### config.mk
export PLATFORM = sky130hd
export DESIGN_NAME = au_selector_sequencer
export DESIGN_NICKNAME = d
export VERILOG_FILES = /design/src/rtl/au_selector_sequencer.sv
export SDC_FILE = /design/constraint.sdc
export NUM_CORES = 1
export LEC_CHECK = 0
export CAP_MARGIN = 15
export CORE_MARGIN = 1
export CORE_UTILIZATION = 47
export CTS_CLUSTER_DIAMETER = 80
export DETAILED_ROUTE_END_ITERATION = 12
export GPL_TIMING_DRIVEN = 0
export HOLD_SLACK_MARGIN = 0.05
export MAX_ROUTING_LAYER = met4
export PLACE_DENSITY = 0.77
export SETUP_SLACK_MARGIN = 0.1
export SKIP_CTS_REPAIR_TIMING = 1
export SYNTH_ARGS = -nofsm -noshare
export SYNTH_HDL_FRONTEND = slang
export SYNTH_SLANG_ARGS = --single-unit
### constraint.sdc
create_clock -name clk -period 1.85 [get_ports clk]
set_input_delay 0.185 -clock clk [delete_from_list [all_inputs] [get_ports clk]]
set_output_delay 0.185 -clock clk [all_outputs]
set_load 0.01 [all_outputs]
### src/rtl/au_selector_sequencer.sv
// Drives the three-wire project-selection bus: reset the selector chain, issue
// N increment pulses, then latch enable so exactly project N is active.
module au_selector_sequencer #(
    parameter int unsigned MAX_ADDR     = 31,
    parameter int unsigned ADDR_W       = 5,
    parameter int unsigned PULSE_CYCLES = 2
) (
    input  logic              clk,
    input  logic              rst_n,
    input  logic              req,
    input  logic              req_off,
    input  logic [ADDR_W-1:0] req_addr,
    output logic              sel_rst_n,
    output logic              sel_inc,
    output logic              sel_ena,
    output logic              busy,
    output logic              done,
    output logic              err,
    output logic              active_valid,
    output logic [ADDR_W-1:0] active_addr
);

    localparam int unsigned PH_W = (PULSE_CYCLES > 1) ? $clog2(PULSE_CYCLES) : 1;
    localparam logic [PH_W-1:0] PH_LAST = PH_W'(PULSE_CYCLES - 1);

    typedef enum logic [3:0] {
        S_IDLE, S_RST_LO, S_RST_HI, S_INC_HI, S_INC_LO,
        S_ENA_SETUP, S_ENA_HI, S_ENA_LO, S_DONE
    } state_t;

    state_t            state, state_d;
    logic [PH_W-1:0]   phase, phase_d;
    logic [ADDR_W-1:0] rem, rem_d;
    logic [ADDR_W-1:0] addr_q, addr_d;
    logic              off_q, off_d;
    logic              err_d, av_d;
    logic [ADDR_W-1:0] aa_d;
    logic              phase_end;

    assign phase_end = (phase == PH_LAST);

    always_comb begin
        state_d = state;
        phase_d = phase_end ? '0 : phase + PH_W'(1);
        rem_d   = rem;
        addr_d  = addr_q;
        off_d   = off_q;
        err_d   = 1'b0;
        av_d    = active_valid;
        aa_d    = active_addr;
        case (state)
            S_IDLE: begin
                phase_d = '0;
                if (req) begin
                    if (!req_off && (32'(req_addr) > MAX_ADDR)) begin
                        err_d = 1'b1;
                    end else begin
                        addr_d  = req_addr;
                        off_d   = req_off;
                        rem_d   = req_addr;
                        av_d    = 1'b0;
                        state_d = S_RST_LO;
                    end
                end
            end
            S_RST_LO: if (phase_end) state_d = S_RST_HI;
            S_RST_HI: begin
                if (phase_end) begin
                    if (off_q)           state_d = S_DONE;
                    else if (rem != '0)  state_d = S_INC_HI;
                    else                 state_d = S_ENA_SETUP;
                end
            end
            S_INC_HI: if (phase_end) state_d = S_INC_LO;
            S_INC_LO: begin
                // rem is at least 1 here, so the decrement never wraps
                if (phase_end) begin
                    rem_d   = rem - ADDR_W'(1);
                    state_d = (rem != ADDR_W'(1)) ? S_INC_HI : S_ENA_SETUP;
                end
            end
            S_ENA_SETUP: if (phase_end) state_d = S_ENA_HI;
            S_ENA_HI:    if (phase_end) state_d = S_ENA_LO;
            S_ENA_LO:    if (phase_end) state_d = S_DONE;
            S_DONE: begin
                phase_d = '0;
                state_d = S_IDLE;
                av_d    = !off_q;
                aa_d    = off_q ? '0 : addr_q;
            end
            default: begin
                phase_d = '0;
                state_d = S_IDLE;
            end
        endcase
    end

    // Bus outputs are decoded from the next state so they are registered
    // yet aligned with the state they belong to.
    always_ff @(posedge clk or negedge rst_n) begin
        if (!rst_n) begin
            state        <= S_IDLE;
            phase        <= '0;
            rem          <= '0;
            addr_q       <= '0;
            off_q        <= 1'b0;
            sel_rst_n    <= 1'b0;
            sel_inc      <= 1'b0;
            sel_ena      <= 1'b0;
            busy         <= 1'b0;
            done         <= 1'b0;
            err          <= 1'b0;
            active_valid <= 1'b0;
            active_addr  <= '0;
        end else begin
            state        <= state_d;
            phase        <= phase_d;
            rem          <= rem_d;
            addr_q       <= addr_d;
            off_q        <= off_d;
            sel_rst_n    <= (state_d != S_RST_LO);
            sel_inc      <= (state_d == S_INC_HI) || (state_d == S_ENA_HI);
            sel_ena      <= (state_d == S_ENA_SETUP) || (state_d == S_ENA_HI) ||
                            (state_d == S_ENA_LO);
            busy         <= (state_d != S_IDLE);
            done         <= (state_d == S_DONE);
            err          <= err_d;
            active_valid <= av_d;
            active_addr  <= aa_d;
        end
    end

endmodule

Word level (Yosys, flattened, before mapping)
Index checks and enable logic that the tools add are counted.
Widths: inputs -> output; s select.
- flip-flop bits (word level): 27
- bits of input ports: 9
- word-level logic and storage cells: 64
- add/sub/neg operators: 2
- equality and inequality tests: 17
- muxes and demuxes: 20
- reductions and logical operators: 13
- operator list (cell ; number):
    $mux 4 ; 9
    $pmux 4 s8 ; 1
    $eq 4x3->1 const B ; 7
    $mux 5 ; 3
    $eq 4x2->1 const B ; 3
    $pmux 5 s2 ; 1
    $eq 4x4->1 const B ; 2
    $reduce_or 7->1 ; 1
    $mux 3 ; 2
    $ne 5x1->1 const B ; 1
    $reduce_bool 5->1 ; 1
    $sub 5x1->5 const B ; 1
    $eq 4x1->1 const B ; 1
    $logic_not 4->1 ; 1
    $ne 2x2->1 const B ; 2
    $ne 4x1->1 const B ; 1
    $reduce_and 2->1 ; 2
    $reduce_bool 2->1 ; 2
    $reduce_bool 4->1 ; 1
    $logic_or 1x1->1 ; 3
    $mux 1 ; 3
    $reduce_and 3->1 ; 1
    $pmux 1 s2 ; 1
    $add 1x1->1 const B ; 1
    $logic_not 1->1 ; 1

Logic depth before layout (Yosys ltp)
- depth after elaboration: 8
- mapped depth: 7
- gate-level depth less buffers: 7

Least setup slack after synthesis
No wires, ideal clock.
- path kind: flip-flop to flip-flop
- start point: reg rem[1]
- end point: reg busy
- arrival time: 1.630 ns
- required time: 1.712 ns
- slack: 0.082 ns
- cell stages (with the launch flop): 8
- cells stage by stage: dfrtp_1 > inv_1 > ha_1 > nor4b_2 > o21ba_1 > nor4_1 > a311o_1 > or4_1
- word-level cells in the longest chain between the ends: 6
- elaborated cells on any way between the ends: 9
- classes of those cells: 1 x eq/ne; 6 x mux; 2 x reduce/logical
- ends and longest elaborated chain (element ; line ; text):
    from (decl) ; 33 ; logic [ADDR_W-1:0] rem, rem_d;
    from (signal assigned) ; 118 ; rem <= rem_d;
    $reduce_bool 5->1 ; 70 ; else if (rem != '0) state_d = S_INC_HI;
    $mux 3 ; 70 ;
    $mux 4 ; 69 ; if (off_q) state_d = S_DONE;
    $mux 4 ; 68 ; if (phase_end) begin
    $pmux 4 s8 (*) ; 51 ; case (state)
    named net state_d[1] ; 31 ; state_t state, state_d;
    $reduce_bool 4->1 (*) ; 125 ; busy <= (state_d != S_IDLE);
    to (signal assigned) ; 125 ;
    to (decl) ; 16 ; output logic busy,
The timed path passes the listed nets; every way through them passes the cells marked *.
A chain may end at the register's enable or synchronous reset.

Worst setup path after layout
Ends and elaborated chain as after synthesis.

==> results_dict.tcl <==
set metrics [dict create \
    ios 21 \
    root_buffer "clkbuf_4" \
    met1_usage_pct 24.7 \
    antenna_found_initial 0 \
    wl_per_cell_um 14.5 \
    grt_use_met2_pct 33.4 \
    num_antenna_cells 0 \
    cts_tree "yes" \
    syn_area_um2 1350 \
    drtPass1Iterations 4 \
    final.setup_skew_ns 0.0123 \
    critPathRequiredTime_ns 2.08 \
    worstPathBufferInverterCount 1 \
    h-tree-depth 1 \
    critPathSlowestCell "dfrtp_1" \
    ant_nets 0 \
    combPwrFrac_pct 49.0 \
    overflow 0 \
    seqPwrFrac_pct 40.6 \
    vias 1068 \
    clkSlewWorstSetupHoldPaths_ns 0.16 \
    finalMaxSlewViolations 0 \
    synth_compound_gate_area_share_pct 15.1 \
    synth_top_family_by_area "simple AND/OR/NAND/NOR gates" \
    reg2reg_depth 7 \
    area_growth_pct 24.2 \
    rows 19 \
    avgSynthCellArea_um2 10.3 \
    placed_area_um2 1590 \
    synth_mux_area_share_pct 4.90 \
    hpwl_um 2000 \
    instances_no_fill 189 \
    clockPowerShare_pct 10.5 \
    end_kind "flop" \
    synth_adder_area_share_pct 2.78 \
    cp.depth 7 \
    max_stage_delay_ns 0.42 \
    path_cells "inv_2, ha_4, nor4b_4, o21ba_1, nor4_1, a311o_1, or4_1" \
    setup_ws_ns -0.0439 \
    syn_nets 143 \
    synth_warnings 0 \
    maxCapViolCount 0 \
    drc 0 \
    power.density_nw_per_um2 1500 \
    status "complete, but fails checks" \
    grt_usage_pct 19.9 \
    die_w_um 55.6 \
    synth-seq-area-share_pct 50.0 \
    leakagePower_nw 0.697 \
    final_cell_area_um2 1680 \
    synth-edff-count 0 \
    hold_class "in -> async" \
    grt_pass1_wl_um 4660 \
    core_um2 2730 \
    routed_via_density 5.65 \
    grt_pass1_vias 983 \
    drtIter0Drc 33 \
    cp_max_fo 4 \
    die-area_um2 3100 \
    p_int_mw 1.53 \
    synth_flop_cell "dfrtp_1" \
    rsz0062_at_grt "true" \
    grt_max_degree 28 \
    synth-simple-area-share_pct 21.1 \
    fin_crit_sh_pct 102 \
    p_sw_mw 1.00 \
    timing.fmax_mhz 528 \
    die_h_um 55.6 \
    hold_ws_ns 0.105 \
    clockBufferDepth 2 \
    critical_path_class "reg -> reg" \
    clkLatencyLatePin_ns 0.33 \
    hold_viol_final 0 \
    violations "setup timing" \
    top_usage_layer "met2" \
    gp_congestion 0.788 \
    fin_tns_setup_ns -0.0439 \
    ys_ff_latch 27 \
    met3_usage_pct 2.56 \
    worst-r2r-setup-slack_ns -0.04 \
    placed_cells 181 \
    cp-start-kind "flop" \
    rr_startpoint "rem[1]" \
    drive_gt1_share_pct 20.9 \
    ir_drop_v 0.000928 \
    io_buffers 19 \
    period_minus_slack_ns 1.89 \
    start_util_pct 49.5 \
    setup_viol_count_final 1 \
    synth-xor-area-share_pct 0.648 \
    clock-sinks 27 \
    rr_endpoint "busy" \
    critPathArrivalTime_ns 2.12 \
    fin_nets 171 \
    postSynthCellCount 131 \
    cpLargestDelayFamily "simple AND/OR/NAND/NOR gates" \
    yosysUniqueCellTypes 39 \
    cts_made_buffers 3 \
    switching_share_pct 39.7 \
    async_reset_ff_share_pct 100 \
    wl_um 2730 \
]
[layout make-up]
class / instances / area [µm²]
buffer: 8 / 50.0
timing repair buffer: 23 / 228
clock inverter: 1 / 7.51
inverter: 6 / 22.5
fill: 228 / 1050
sequential: 27 / 677
clock buffer: 3 / 22.5
tap: 31 / 38.8
multi-input combinational: 90 / 634
[kinds of logic after synthesis]
logic type,count (synthesis)
compound gates,31
xor+xnor,1
fa+ha+maj,3
buf+inv,14
flops,27
mux,6
other cells,1
simple gates,48
[power groups by stage]
stage,sequential [mW],combinational [mW],clock (mW)
5_1_grt,1.07,1.37,0.303
3_3_place_gp,1.01,1.13,0
3_5_place_dp,1.03,1.18,0
2_1_floorplan,1.02,0.807,0
4_1_cts,1.02,1.18,0.281
6_report,1.03,1.24,0.265
[synthesized netlist by cell type, types with 2 or more instances]
cell       n  share of area, %
nor3_1     5               1.8
nor2b_1    2              0.92
nor4b_2    2               2.2
ha_1       3               2.8
nand2_1   11               3.1
nand2b_1   7               3.2
or4_1      2               1.1
mux2_2     5               4.2
dfrtp_1   27                50
nor2_1     4               1.1
a21oi_1    8               3.0
buf_4      2               1.1
inv_1      6               1.7
buf_2      3               1.1
nand3_1    6               2.2
o21ai_0   14               5.2
clkbuf_1   2              0.56
[per-layer routing]
layer	part of all wire, %	vias up
met4	1.0	0
li1	-	514
met1	42	520
met5	0	-
met3	3.4	4
met2	53	30
[worst register-to-register path: stages, from the launching register on]
cell     delay (ns)
dfrtp_1        0.42
inv_2          0.10
ha_4           0.13
nor4b_4        0.21
o21ba_1        0.15
nor4_1         0.04
a311o_1        0.34
or4_1          0.42
[per-stage QoR]
step / total power, mW / util (%) / worst slack, ns
after CTS: 2.48 / 59.3 / -0.0947
after global placement: 2.14 / 58.2 / -0.00755
after detailed placement: 2.21 / 58.2 / -0.0568
after floorplan: 1.83 / - / 0.116
after global routing: 2.75 / 61.5 / -0.173
final: 2.53 / 61.5 / -0.0439
[flip-flops by register name, indices dropped and copies added (netlist names)]
| signal | cells |
|---|---|
| off_q | 1 |
| addr_q | 5 |
| rem | 5 |
| sel_inc | 1 |
| state | 4 |
| busy | 1 |
| active_valid | 1 |
| phase | 1 |
| sel_rst_n | 1 |
| done | 1 |
| active_addr | 5 |
| sel_ena | 1 |
[placed cells by master, fill, tap and decap left out, types with 3 or more instances in the layout]
| master | n |
|---|---|
| a21oi_1 | 8 |
| buf_2 | 3 |
| nand3_1 | 5 |
| mux2_2 | 5 |
| nor2_1 | 4 |
| inv_1 | 4 |
| nor3_1 | 5 |
| clkdlybuf4s50_1 | 19 |
| buf_4 | 5 |
| o21ai_0 | 14 |
| dfrtp_1 | 26 |
| nand2_1 | 10 |
| nand2b_1 | 7 |
| clkbuf_4 | 3 |
[how the worst max path moves through the flow]
stage	endpoint	startpoint	slack, ns
final	busy	rem[1]	-0.04
after floorplan	busy	rem[1]	0.12
after detailed placement	busy	rem[1]	-0.06
after global routing	busy	rem[1]	-0.17
after global placement	busy	rem[1]	-0.008
after CTS	busy	rem[1]	-0.09
No activity file was read; power rests on OpenSTA's default activity.
